$ cat src/rtl/sha1_pkg.sv
`default_nettype none
// ============================================================================
// Module      : sha1_pkg
// Description : Shared constants, FSM encoding and the ROTL1 helper used by
//               the SHA-1 message-schedule stage.
// Revision    : 1.0 - initial release
// ============================================================================
package sha1_pkg;

    localparam logic [7:0] SHA1_ROUNDS  = 8'h50;
    localparam int         SHA1_WORD_W  = 32;
    localparam int         SHA1_BLOCK_W = 512;

    // Schedule FSM: IDLE waits for a block, RUN streams W0..W79
    typedef enum logic {
        ST_IDLE = 1'b0,
        ST_RUN  = 1'b1
    } sha1_state_e;

    // One-bit left rotate of a schedule word
    function automatic logic [SHA1_WORD_W-1:0] rotl1(input logic [SHA1_WORD_W-1:0] x);
        return {x[SHA1_WORD_W-2:0], x[SHA1_WORD_W-1]};
    endfunction

endpackage
`default_nettype wire

$ cat src/rtl/sha1_w_expand.sv
`default_nettype none
// ============================================================================
// Module      : sha1_w_expand
// Description : Combinational schedule expansion:
//               o_w = ROTL1(i_w13 ^ i_w8 ^ i_w2 ^ i_w0)
// Revision    : 1.0 - initial release
// ============================================================================
module sha1_w_expand
    import sha1_pkg::*;
(
    input  logic [SHA1_WORD_W-1:0] i_w13,
    input  logic [SHA1_WORD_W-1:0] i_w8,
    input  logic [SHA1_WORD_W-1:0] i_w2,
    input  logic [SHA1_WORD_W-1:0] i_w0,
    output logic [SHA1_WORD_W-1:0] o_w
);

    assign o_w = rotl1(i_w13 ^ i_w8 ^ i_w2 ^ i_w0);

endmodule
`default_nettype wire

$ cat src/rtl/sha1_msg_sched.sv
`default_nettype none
// ============================================================================
// Module      : sha1_msg_sched
// Description : SHA-1 message schedule. Captures a 512-bit block and emits
//               W0..W79 one per cycle in lockstep with the controller's round
//               index t, flagging any index misalignment in sync_err.
// Revision    : 1.0 - initial release
// ============================================================================
module sha1_msg_sched
    import sha1_pkg::*;
#(
    parameter logic [7:0] ROUNDS = SHA1_ROUNDS
)
(
    input  logic                    clk,
    input  logic                    rst_n,
    input  logic                    valid,
    input  logic [SHA1_BLOCK_W-1:0] block,
    input  logic [7:0]              t,
    output logic [SHA1_WORD_W-1:0]  w_t,
    output logic                    w_valid,
    output logic                    busy,
    output logic                    sync_err
);

    sha1_state_e            r_state;
    sha1_state_e            w_state_nxt;
    logic [SHA1_WORD_W-1:0] r_win [16];
    logic [6:0]             r_idx;
    logic                   r_sync_err;
    logic                   w_load;
    logic                   w_shift;
    logic                   w_sync_set;
    logic [SHA1_WORD_W-1:0] w_new;

    // Next window word, derived from the four taps of the current window
    sha1_w_expand u_expand (
        .i_w13 (r_win[13]),
        .i_w8  (r_win[8]),
        .i_w2  (r_win[2]),
        .i_w0  (r_win[0]),
        .o_w   (w_new)
    );

    // State register
    always_ff @(posedge clk or negedge rst_n) begin
        if (!rst_n) begin
            r_state <= ST_IDLE;
        end else begin
            r_state <= w_state_nxt;
        end
    end

    // Next-state decode plus load/shift/sync-error strobes
    always_comb begin
        w_state_nxt = r_state;
        w_load      = 1'b0;
        w_shift     = 1'b0;
        w_sync_set  = 1'b0;
        case (r_state)
            ST_IDLE: begin
                if (valid) begin
                    w_load      = 1'b1;
                    w_state_nxt = ST_RUN;
                end
            end
            ST_RUN: begin
                // valid is deliberately ignored here: blocks only enter from IDLE
                if (t < ROUNDS) begin
                    w_shift = 1'b1;
                end else begin
                    w_state_nxt = ST_IDLE;
                end
                if (t > ROUNDS) begin
                    w_sync_set = 1'b1;
                end
                if (t[7] || (t[6:0] != r_idx)) begin
                    w_sync_set = 1'b1;
                end
            end
            default: begin
                w_state_nxt = ST_IDLE;
            end
        endcase
    end

    // 16-word sliding window; win[0] always holds the current W
    always_ff @(posedge clk or negedge rst_n) begin
        if (!rst_n) begin
            for (int i = 0; i < 16; i++) begin
                r_win[i] <= '0;
            end
        end else if (w_load) begin
            for (int i = 0; i < 16; i++) begin
                r_win[i] <= block[SHA1_BLOCK_W-1-SHA1_WORD_W*i -: SHA1_WORD_W];
            end
        end else if (w_shift) begin
            for (int i = 0; i < 15; i++) begin
                r_win[i] <= r_win[i+1];
            end
            r_win[15] <= w_new;
        end
    end

    // Internal round index, saturating at ROUNDS so it cannot wrap
    always_ff @(posedge clk or negedge rst_n) begin
        if (!rst_n) begin
            r_idx <= '0;
        end else if (w_load) begin
            r_idx <= '0;
        end else if (w_shift && (r_idx < ROUNDS[6:0])) begin
            r_idx <= r_idx + 7'd1;
        end
    end

    // Sticky sync error, cleared only by an accepted block or reset
    always_ff @(posedge clk or negedge rst_n) begin
        if (!rst_n) begin
            r_sync_err <= 1'b0;
        end else if (w_load) begin
            r_sync_err <= 1'b0;
        end else if (w_sync_set) begin
            r_sync_err <= 1'b1;
        end
    end

    assign w_t      = r_win[0];
    assign busy     = (r_state == ST_RUN);
    assign w_valid  = (r_state == ST_RUN) && (t < ROUNDS);
    assign sync_err = r_sync_err;

endmodule
`default_nettype wire

$ cat config.mk
export PLATFORM = sky130hd
export DESIGN_NAME = sha1_msg_sched
export DESIGN_NICKNAME = d
export VERILOG_FILES = /design/src/rtl/sha1_pkg.sv /design/src/rtl/sha1_w_expand.sv /design/src/rtl/sha1_msg_sched.sv
export SDC_FILE = /design/constraint.sdc
export NUM_CORES = 1
export LEC_CHECK = 0
export ABC_AREA = 0
export CAP_MARGIN = 40
export CELL_PAD_IN_SITES_DETAIL_PLACEMENT = 0
export CELL_PAD_IN_SITES_GLOBAL_PLACEMENT = 1
export CORE_MARGIN = 3
export CORE_UTILIZATION = 35
export CTS_BUF_LIST = sky130_fd_sc_hd__clkbuf_8
export CTS_CLUSTER_SIZE = 10
export DETAILED_ROUTE_END_ITERATION = 16
export PLACE_DENSITY = 0.81
export SYNTH_ARGS = -nofsm -noshare
export SYNTH_HDL_FRONTEND = slang
export SYNTH_HIERARCHICAL = 1
export SYNTH_SLANG_ARGS = --single-unit
$ cat constraint.sdc
create_clock -name clk -period 1.6 [get_ports clk]
set_clock_uncertainty 0.05 [all_clocks]
set_input_delay 0.48 -clock clk [delete_from_list [all_inputs] [get_ports clk]]
set_output_delay 0.48 -clock clk [all_outputs]
set_load 0.02 [all_outputs]
==> results.toml <==
[clock_tree]
h-tree-depth = 3
cts_buffer_depth = 3
clock_latency_ns = 0.70
clockRootBuffer = "clkbuf_8"
clock-sinks = 521
clkSlewWorstSetupHoldPaths_ns = 0.06
cts_tree = "done"
numCtsBuffers = 94

[timing]
rsz0062_at_grt = "yes"
worst_slew_pin_slew_ns = 0.6317
fin_tns_setup_ns = -151.96
setup-violations-final = 554
fmax_mhz = 474.2
setup_slack_ns = -0.5090
finalHoldViolCount = 0
timing.final.max_slew_violations = 0
max_slew_margin = 0.5775
period_needed_ns = 2.109
period_share = 1.318

[setup_path]
cp.buffers_inverters = 2
critPathLaunchType = "register"
path_cells = "and2b_2 -> nand2_8 -> inv_8 -> buf_6"
cp_data_required_time_ns = 1.07
criticalPathCategory = "reg -> out"
timing.rr.start = "busy"
cpPeakStageDelay_ns = 0.40
endpoint_kind = "primary output"
crit_family = "flip-flops"
cp_slowest_cell = "dfrtp_1"
worst-r2r-setup-slack_ns = -0.48
path_max_fanout = 2
r2r-end = "r_win[462]"
cp.arrival_ns = 1.58
reg2regPathDepth = 11

[place]
post_dp_cell_area_sq_mm = 0.03213
place.gp.congestion = 0.9160
dp_hpwl_um = 76120
portBuffers = 557

[global_route]
grt-ovfl-total = 0
grt_pass1_wl_um = 160200
antenna_found_initial = 24
grt_pass1_vias = 24580
grt_max_degree = 95
track_usage = 0.2939

[drt]
ant_nets = 0
wl_um = 110500
vias = 24880
drc = 0
wl_per_cell_um = 23.43
routed_via_density = 5.278
dr.pass1.iters = 7
drt_iter0_markers = 2445

[outcome]
outcome = "finished, violations left"
violations = "negative setup slack"

[logic_synthesis]
syn_inst = 2973
synth.avg_cell_area_sq_um = 8.191
synth_warnings = 6
syn-cell-area_sq_mm = 0.02435
yosys.area.top_type = "dfrtp_1"
yosysUniqueCellTypes = 30
synth_top_area_frac = 0.5354
synth_seq_cells = 521
synth_area_leaders = "dfrtp_1, nand2_1, a31oi_1"
synth-seq-area-share = 0.5354
syn-num-nets = 3497

[power]
finalPower_mw = 45.39
power_density_mw_per_mm2 = 1202
vdd_ir_drop_max_mv = 0.6062
p_leak_nw = 16.80

[floorplan]
num_rows = 96
core_sq_mm = 0.06871
ios = 558
die_width_um = 269.8
start_util = 0.3544
die_y_um = 269.8
dieArea_sq_mm = 0.07278

[finish]
syn_to_final_growth_pct = 55.04
layout-drive-gt1-share = 0.1850
fillerInstances = 6229
fin_area_sq_mm = 0.03775
fin_nets = 4226
utilization = 0.5495

[min_path]
hp-class = "in -> async"

[job]
max_cap_viol_count = 0
-- stage by stage --
stage	setup WS (ns)	std cells	hold WS [ns]
3_3_place_gp	-1.101	4407	0.3353
3_5_place_dp	-1.092	4407	0.3351
6_report	-0.5090	4714	0.2208
5_1_grt	-0.5772	4708	0.1868
2_1_floorplan	-0.05037	2973	0.1344
4_1_cts	-0.5800	4696	0.1600
-- metal layers --
layer | part of all wire | up-vias | global-route usage
met2 | 0.46 | 1168 | 0.4566
li1 | - | 11380 | -
met4 | 0.044 | 26 | 0.1175
met1 | 0.42 | 12070 | 0.4003
met5 | 0.0017 | - | 0
met3 | 0.082 | 234 | 0.06503
-- cell usage in the layout (no fill, tap or decap), types with 5 or more instances in the layout --
cell and n:
a31oi_1 504, a31oi_2 8, buf_12 76, buf_16 58, buf_4 164, buf_6 50
buf_8 10, bufbuf_16 7, clkbuf_16 5, clkbuf_8 129, clkdlybuf4s50_1 521, clkinv_2 7
dfrtp_1 520, diode_2 11, inv_1 26, nand2_1 860, nand2_2 126, nand2_4 41
nor2_1 517, xnor2_1 66, xor2_1 38
-- layout make-up --
| cell class | count | area [sq um] | share of cell area |
|---|---|---|---|
| diodes | 11 | 27.53 | 0.0007291 |
| clock buffers | 129 | 1775 | 0.04703 |
| clock inverters | 37 | 212.7 | 0.005634 |
| inverters | 2 | 15.01 | 0.0003977 |
| multi-input cells | 2191 | 10880 | 0.2882 |
| flip-flops and latches | 521 | 13040 | 0.3454 |
| well taps | 931 | 1165 | 0.03085 |
| repair buffers | 892 | 10640 | 0.2818 |
-- synthesized netlist by cell type --
cell	count
a21oi_1	4
a31oi_1	513
and2b_1	1
and3_1	1
buf_1	15
buf_2	70
buf_4	35
buf_6	1
clkbuf_1	138
dfrtp_1	521
ha_1	1
inv_1	1
inv_2	1
mux2i_1	1
nand2_1	1030
nand2_2	1
nand2b_1	1
nand3_1	5
nand4_1	1
nor2_1	517
nor4_1	2
o21ai_0	2
o21ai_1	1
o21ai_2	1
o311ai_0	1
o41a_1	1
o41ai_1	1
or3_1	1
xnor2_1	66
xor2_1	39
-- cells by family after synthesis --
family,after synthesis,synth area share
buf+inv,261,0.04953
simple gates,1560,0.2416
compound gates,524,0.1348
xor+xnor,105,0.03777
fa+ha+maj,1,0.0005137
flops,521,0.5354
mux,1,0.0004111
-- flip-flops by register name (all words and copies together), names as in the netlist --
name	cells
r_idx	7
sync_err	1
w_t	32
r_win	480
busy	1
-- what timing repair did --
action                     4_1_cts  5_1_grt
gates cloned                    56        6
hold buffers                     1        0
setup endpoints to repair      549      552
hold endpoints to repair       224        0
pin swaps                       96       33
setup buffers                   67        6
resized for setup              524       42
-- worst max path at each step --
stage | from | to | slack [ns] | cells past startpoint
finish | busy | w_valid | -0.51 | 4
global route | busy | w_valid | -0.58 | 4
global placement | t[7] | r_win[81] | -1.10 | 8
CTS | busy | w_valid | -0.58 | 4
detailed placement | t[7] | r_win[418] | -1.09 | 8
floorplan | t[7] | w_valid | -0.05 | 5
-- where the power goes --
| group | switching (mW) | internal (mW) | total [mW] |
|---|---|---|---|
| combinational | 6.43 | 6.47 | 12.9 |
| clock | 5.92 | 7.44 | 13.4 |
| sequential | 3.00 | 16.1 | 19.1 |
Note: power is estimated with default switching activity, not from simulation.
